**config.mk**
```make
export PLATFORM = sky130hd
export DESIGN_NAME = line_edit_ctrl_flat
export DESIGN_NICKNAME = d
export VERILOG_FILES = /design/src/rtl/line_edit_ctrl_if.sv /design/src/rtl/line_edit_ctrl.sv /design/src/flat_wrapper.sv
export SDC_FILE = /design/constraint.sdc
export NUM_CORES = 1
export LEC_CHECK = 0
export CORE_ASPECT_RATIO = 1.5
export CORE_MARGIN = 2
export CORE_UTILIZATION = 33
export CTS_CLUSTER_DIAMETER = 120
export DETAILED_ROUTE_END_ITERATION = 10
export MAX_ROUTING_LAYER = met4
export PLACE_DENSITY = 0.48
export RECOVER_POWER = 50
export SLEW_MARGIN = 10
export SYNTH_ARGS = -nofsm -noshare
export SYNTH_HDL_FRONTEND = slang
export SYNTH_SLANG_ARGS = --single-unit
```
**constraint.sdc**
```tcl
create_clock -name clk -period 6.42 [get_ports clk]
set_clock_uncertainty 0.15 [all_clocks]
set_input_delay 1.284 -clock clk [delete_from_list [all_inputs] [get_ports clk]]
set_output_delay 1.284 -clock clk [all_outputs]
set_load 0.01 [all_outputs]
```
**src/rtl/line_edit_ctrl_if.sv**
```systemverilog
// Committed-line character stream out of line_edit_ctrl.
// The master drives data/valid/last and the slave returns ready.
interface line_edit_ctrl_if;
    logic [7:0] o_out_char;
    logic       o_out_valid;
    logic       o_out_last;
    logic       i_out_ready;

    modport master (
        output o_out_char,
        output o_out_valid,
        output o_out_last,
        input  i_out_ready
    );

    modport slave (
        input  o_out_char,
        input  o_out_valid,
        input  o_out_last,
        output i_out_ready
    );
endinterface

```
**src/rtl/line_edit_ctrl.sv**
```systemverilog
// Line-edit controller: cursor-addressed character buffer with shifting
// insert/delete and a valid/ready commit stream.
// Optional: define LINE_EDIT_CURSOR_WRAP_EN to make left/right wrap.
module line_edit_ctrl #(
    parameter int DEPTH = 16,
    parameter int AW    = 5
) (
    input  logic          clk,
    input  logic          i_sclr,
    input  logic [7:0]    i_ascii,
    input  logic          i_ascii_en,
    input  logic          i_right_en,
    input  logic          i_left_en,
    input  logic          i_down_en,
    input  logic          i_backspace_en,
    input  logic [AW-1:0] i_rd_addr,
    output logic [7:0]    o_rd_data,
    output logic [AW-1:0] o_cursor,
    output logic [AW-1:0] o_len,
    output logic          o_busy,
    output logic          o_drop,
    line_edit_ctrl_if.master out_if
);
    localparam int IW = (DEPTH > 1) ? $clog2(DEPTH) : 1;
    localparam logic [AW-1:0] DEP = AW'(DEPTH);
    localparam logic [AW-1:0] ONE = AW'(1);

    typedef enum logic [1:0] {IDLE, SHIFT_R, SHIFT_L, STREAM} state_t;

    state_t        state;
    state_t        state_nx;
    logic [7:0]    mem [DEPTH];
    logic [AW-1:0] cursor;
    logic [AW-1:0] len;
    logic [AW-1:0] idx;
    logic [AW-1:0] ptr;
    logic [7:0]    ch;
    logic          drop;

    logic [AW-1:0] idx_m1;
    logic [AW-1:0] idx_p1;
    logic [AW-1:0] len_m1;
    logic          any_req;
    logic          take_down;
    logic          take_bs;
    logic          take_ascii;
    logic          take_left;
    logic          take_right;
    logic          last;

    assign idx_m1 = idx - ONE;
    assign idx_p1 = idx + ONE;
    assign len_m1 = len - ONE;
    assign last   = (ptr == len_m1);

    assign any_req = i_ascii_en | i_right_en | i_left_en
                   | i_down_en | i_backspace_en;

    // Fixed priority: down > backspace > ascii > left > right.
    assign take_down  = i_down_en;
    assign take_bs    = ~i_down_en & i_backspace_en;
    assign take_ascii = ~i_down_en & ~i_backspace_en & i_ascii_en;
    assign take_left  = ~i_down_en & ~i_backspace_en & ~i_ascii_en
                      & i_left_en;
    assign take_right = ~i_down_en & ~i_backspace_en & ~i_ascii_en
                      & ~i_left_en & i_right_en;

    assign o_rd_data = (i_rd_addr < DEP) ? mem[i_rd_addr[IW-1:0]] : 8'h00;
    assign o_cursor  = cursor;
    assign o_len     = len;
    assign o_busy    = (state != IDLE);
    assign o_drop    = drop;

    assign out_if.o_out_valid = (state == STREAM);
    assign out_if.o_out_char  = mem[ptr[IW-1:0]];
    assign out_if.o_out_last  = (state == STREAM) & last;

    // State register.
    always_ff @(posedge clk) begin
        if (i_sclr) state <= IDLE;
        else        state <= state_nx;
    end

    // Next-state decode.
    always_comb begin
        state_nx = state;
        unique case (state)
            IDLE: begin
                if (take_down && len != '0)        state_nx = STREAM;
                else if (take_bs && cursor != '0)  state_nx = SHIFT_L;
                else if (take_ascii && len != DEP) state_nx = SHIFT_R;
            end
            SHIFT_R: if (idx == cursor) state_nx = IDLE;
            SHIFT_L: if (idx == len_m1) state_nx = IDLE;
            STREAM:  if (out_if.i_out_ready && last) state_nx = IDLE;
            default: state_nx = IDLE;
        endcase
    end

    // Buffer, cursor/length and shift/stream pointers.
    always_ff @(posedge clk) begin
        if (i_sclr) begin
            for (int i = 0; i < DEPTH; i++) mem[i] <= 8'h00;
            cursor <= '0;
            len    <= '0;
            idx    <= '0;
            ptr    <= '0;
            ch     <= 8'h00;
            drop   <= 1'b0;
        end else begin
            drop <= (state != IDLE) ? any_req : (take_ascii && len == DEP);
            unique case (state)
                IDLE: begin
                    if (take_down) begin
                        ptr <= '0;
                    end else if (take_bs) begin
                        idx <= cursor - ONE;
                    end else if (take_ascii) begin
                        ch  <= i_ascii;
                        idx <= len;
                    end else if (take_left) begin
                        if (cursor != '0) cursor <= cursor - ONE;
`ifdef LINE_EDIT_CURSOR_WRAP_EN
                        else              cursor <= len;
`endif
                    end else if (take_right) begin
                        if (cursor != len) cursor <= cursor + ONE;
`ifdef LINE_EDIT_CURSOR_WRAP_EN
                        else               cursor <= '0;
`endif
                    end
                end
                SHIFT_R: begin
                    if (idx != cursor) begin
                        mem[idx[IW-1:0]] <= mem[idx_m1[IW-1:0]];
                        idx <= idx_m1;
                    end else begin
                        mem[cursor[IW-1:0]] <= ch;
                        cursor <= cursor + ONE;
                        len    <= len + ONE;
                    end
                end
                SHIFT_L: begin
                    if (idx != len_m1) begin
                        mem[idx[IW-1:0]] <= mem[idx_p1[IW-1:0]];
                        idx <= idx_p1;
                    end else begin
                        mem[len_m1[IW-1:0]] <= 8'h00;
                        cursor <= cursor - ONE;
                        len    <= len_m1;
                    end
                end
                STREAM: begin
                    if (out_if.i_out_ready) begin
                        if (last) begin
                            for (int i = 0; i < DEPTH; i++) mem[i] <= 8'h00;
                            cursor <= '0;
                            len    <= '0;
                            ptr    <= '0;
                        end else begin
                            ptr <= ptr + ONE;
                        end
                    end
                end
                default: ;
            endcase
        end
    end
endmodule

```
**src/flat_wrapper.sv**
```systemverilog
// flat-port wrapper written by rule: the top's interface ports become plain ports
module line_edit_ctrl_flat 
#(
    parameter int DEPTH = 16,
    parameter int AW    = 5
)
  (clk, i_sclr, i_ascii, i_ascii_en, i_right_en, i_left_en, i_down_en, i_backspace_en, i_rd_addr, o_rd_data, o_cursor, o_len, o_busy, o_drop, out_if_o_out_char, out_if_o_out_valid, out_if_o_out_last, out_if_i_out_ready);
  line_edit_ctrl_if out_if_i ();
  input  logic clk;
  input  logic i_sclr;
  input  logic [7:0] i_ascii;
  input  logic i_ascii_en;
  input  logic i_right_en;
  input  logic i_left_en;
  input  logic i_down_en;
  input  logic i_backspace_en;
  input  logic [AW-1:0] i_rd_addr;
  output logic [7:0] o_rd_data;
  output logic [AW-1:0] o_cursor;
  output logic [AW-1:0] o_len;
  output logic o_busy;
  output logic o_drop;
  output wire logic [$bits(out_if_i.o_out_char)-1:0] out_if_o_out_char;
  output wire logic [$bits(out_if_i.o_out_valid)-1:0] out_if_o_out_valid;
  output wire logic [$bits(out_if_i.o_out_last)-1:0] out_if_o_out_last;
  input wire logic [$bits(out_if_i.i_out_ready)-1:0] out_if_i_out_ready;
  assign out_if_o_out_char = out_if_i.o_out_char;
  assign out_if_o_out_valid = out_if_i.o_out_valid;
  assign out_if_o_out_last = out_if_i.o_out_last;
  assign out_if_i.i_out_ready = out_if_i_out_ready;
  line_edit_ctrl #(.DEPTH(DEPTH), .AW(AW)) u_core (.clk(clk), .i_sclr(i_sclr), .i_ascii(i_ascii), .i_ascii_en(i_ascii_en), .i_right_en(i_right_en), .i_left_en(i_left_en), .i_down_en(i_down_en), .i_backspace_en(i_backspace_en), .i_rd_addr(i_rd_addr), .o_rd_data(o_rd_data), .o_cursor(o_cursor), .o_len(o_len), .o_busy(o_busy), .o_drop(o_drop), .out_if(out_if_i));
endmodule
```
==> flow_summary.yaml <==
die:
  design.die.area_um2: 37600
  core-area_um2: 35700
  die_w_um: 159
  fp-row-count: 85
  vertical_die_dimension_um: 236
  io_pins: 51
  starting_density_of_the_core_pct: 33.3
logic_synthesis:
  sequential_fraction_of_the_synthesis_area_pct: 38.2
  synth_top_cells_by_area: "sky130_fd_sc_hd__edfxtp_1, sky130_fd_sc_hd__mux4_2, sky130_fd_sc_hd__dfxtp_1"
  async_set_reset_flop_share_out_of_synthesis_pct: 0
  yosysTopAreaCellShare_pct: 32.3
  synth-seq-cells: 163
  synth.most_common_cell: "sky130_fd_sc_hd__nor2_1"
  postSynth.topFlopCell: "sky130_fd_sc_hd__edfxtp_1"
  synth_top_cell_by_area: "sky130_fd_sc_hd__edfxtp_1"
  synth_cells: 946
  postSynthAreaPerCell_um2: 12.6
  number_of_synthesized_flops_with_an_enable_pin: 128
  synthesis.nets: 979
  synth.lib_cells_used.distinct: 77
  synth.top_cells.by_count: "sky130_fd_sc_hd__nor2_1, sky130_fd_sc_hd__mux4_2, sky130_fd_sc_hd__edfxtp_1, sky130_fd_sc_hd__nand2_1, sky130_fd_sc_hd__mux2i_1"
  synthesis.area_um2: 11900
  ys.warnings.count: 0
cells_and_area:
  finish.cell_count_without_fillers: 1444
  flow.area_growth_from_synthesis_pct: 10.8
  utilization_pct: 36.9
  final.fill_count: 3545
  final_layout_size_suffix_gt1_share_pct: 23.0
  finish.net_count: 986
  stdcell_area_um2: 13200
  antenna_cells_inserted: 0
clock_network:
  clockRootBuffer: "sky130_fd_sc_hd__clkbuf_16"
  number_of_buffers_inserted_for_hold_repair_after_clock_tree_synthesis: 0
  cts_inserted_buffers: 17
  path_clk_slew_ns: 0.07
  post_cts_buffers: 0
  clk_latency_ns: 0.45
  cts_tree: "yes"
  cts.path.max_buffers: 2
  cts.sinks: 163
  cts-htree-levels: 4
  cts-resized-gates: 0
routing:
  detail_route.first_pass.iterations: 5
  drc_violations: 0
  viasPerCell: 5.77
  route.antenna.remaining_nets: 0
  first_iter_violations: 543
  num_vias: 8337
  routed_wirelength_um: 37300
  drt-wirelength-per-cell_um: 25.8
flow_run:
  max_cap_viol_count: 1
sta:
  rsz0062_at_grt: "no"
  finalMaxSlewViolations: 8
  setup-violations-final: 0
  setup_tns_ns: 0
  final.hold.worst_slack_ns: 0.358
  max-slew-margin-rel_pct: -59.4
  setup_ws_ns: 1.25
  count_of_final_hold_check_violations: 0
  final_min_period_over_clock_period_pct: 80.5
  final.min_clock_period_ns: 5.17
  slew_at_the_pin_closest_to_its_max_slew_limit_ns: 2.33
  maxClockFrequency_mhz: 193
global_route:
  grt-ovfl-total: 0
  grt_most_used_layer: "met2"
  grt_first_pass_wirelength_um: 56500
  grt_antenna_before_repair: 0
  grt.met3_usage_pct: 2.42
  met2_usage_pct: 40.0
  vias_in_the_first_global_route: 8733
  largest_net_degree_at_the_start_of_global_routing: 59
  grt.total_usage_pct: 20.9
  met1_track_utilization_from_global_routing_pct: 20.3
setup_path:
  worst_setup_path_end_kind: "output pin"
  crit_path_max_incr_delay_ns: 0.77
  worstReg2RegEnd: "u_core.mem[6][5]"
  reg2reg_depth: 9
  worst_setup_path_start_kind: "flop"
  worst_path_max_delay_cell: "sky130_fd_sc_hd__nor3b_1"
  cp_cell_sequence: "inv_1, ha_1, nor3b_1, xnor2_1, or4_1, nor2_1, clkdlybuf4s50_1"
  setup.reg_to_reg.worst_slack_ns: 1.56
  cp_buf_inv_count: 2
  critPathTopFamily: "simple AND/OR/NAND/NOR gates"
  timing.critical_path.required_ns: 4.99
  critical_path_class: "reg -> out"
  worst-endpoint-arrival_ns: 3.73
  critical_path.max_fanout: 16
  crit-reg2reg-launch: "u_core.idx[0]"
hold_path:
  hold_path_class: "reg -> reg"
  min_delay_path_depth: 2
  worst_hold_endpoint: "u_core.ch[6]"
  worst_hold_startpoint: "u_core.ch[6]"
placement:
  place.detailed.instances: 1412
  detailedPlace.worstSlack_ns: 1.22
  dpl_cell_area_um2: 12700
  gp_routability_congestion: 0.889
  dp_hpwl_um: 29200
  buffer_ports.inserted: 50
outcome:
  failed_checks: "max-capacitance violations, max-slew violations"
  status: "complete, but fails checks"
power_and_ir_drop:
  max-vdd-ir-drop_mv: 0.257
  post-layout-total-power_mw: 6.62
  power_density_normalized_to_cell_area_nw_per_um2: 503
  power_leakage_nw: 4.27
==> state kept, by name, indices dropped and copies added (netlist names), named ones only <==
name	flops
u_core.o_drop	1
u_core.idx	5
u_core.ch	8
u_core.mem	128
u_core.ptr	5
u_core.o_len	5
u_core.o_cursor	5
u_core.state	2
==> where the power goes <==
group / internal (mW) / total [mW] / switching, mW
registers: 1.25 / 1.53 / 0.275
logic: 1.72 / 4.10 / 2.38
clock network: 0.537 / 0.995 / 0.458
==> cell families after synthesis <==
family,after synthesis,synth area share [%]
muxes,192,31.8
DFF,163,38.2
buffers and inverters,103,4.68
AOI/OAI and AO/OA,131,8.78
and+or+nand+nor,309,12.3
adders and majority gates,12,1.26
xor gates and xnor gates,36,2.93
==> worst register-to-register path, stage by stage, from the launching register on <==
cell	delay (ns)
sky130_fd_sc_hd__dfxtp_4	0.67
sky130_fd_sc_hd__inv_2	0.22
sky130_fd_sc_hd__ha_2	0.33
sky130_fd_sc_hd__xnor2_2	0.90
sky130_fd_sc_hd__buf_4	0.44
sky130_fd_sc_hd__mux4_1	0.34
sky130_fd_sc_hd__mux4_2	0.52
sky130_fd_sc_hd__and3b_4	0.22
sky130_fd_sc_hd__a211oi_4	0.67
sky130_fd_sc_hd__nor2_1	0.13
==> layout make-up <==
type / count / area, um2 / share of cell area, %
Timing Repair Buffer: 74 / 646 / 4.90
Sequential cell: 163 / 4550 / 34.6
Clock buffer: 18 / 429 / 3.26
Inverter: 17 / 63.8 / 0.484
Clock inverter: 14 / 128 / 0.969
Tap cell: 478 / 598 / 4.54
Multi-Input combinational cell: 680 / 6760 / 51.3
==> routing by layer <==
metal / part of all wire, % / routed length, um
met5: 0 / 0
met4: 5.5 / 2040
met3: 2.7 / 1000
met2: 58 / 21500
met1: 34 / 12700
==> worst max path at each step <==
stage	depth (start not counted)	endpoint	slack, ns	startpoint
3_3_place_gp	6	o_rd_data[6]	1.24	i_rd_addr[0]
5_1_grt	7	out_if_o_out_last	0.95	u_core.o_len[0]
2_1_floorplan	5	o_rd_data[6]	1.77	i_rd_addr[0]
4_1_cts	6	o_rd_data[6]	1.21	i_rd_addr[0]
6_report	7	out_if_o_out_last	1.25	u_core.o_len[0]
3_5_place_dp	6	o_rd_data[6]	1.22	i_rd_addr[0]
==> cells in the final DEF, fill, tap and decap left out, drive strengths merged, types with 15 or more instances in the layout <==
cell type,Yosys,final
xnor2,21,21
inv,16,21
buf,53,17
nor2,155,155
dlygate4sd3,0,15
mux2i,38,38
nand2,51,51
clkdlybuf4s50,0,34
a211oi,18,18
nor3,30,30
nand3,17,17
a21oi,25,25
dfxtp,35,35
clkbuf,33,26
o21ai,35,35
mux4,144,144
edfxtp,128,128
No activity file was read; power rests on OpenSTA's default activity.
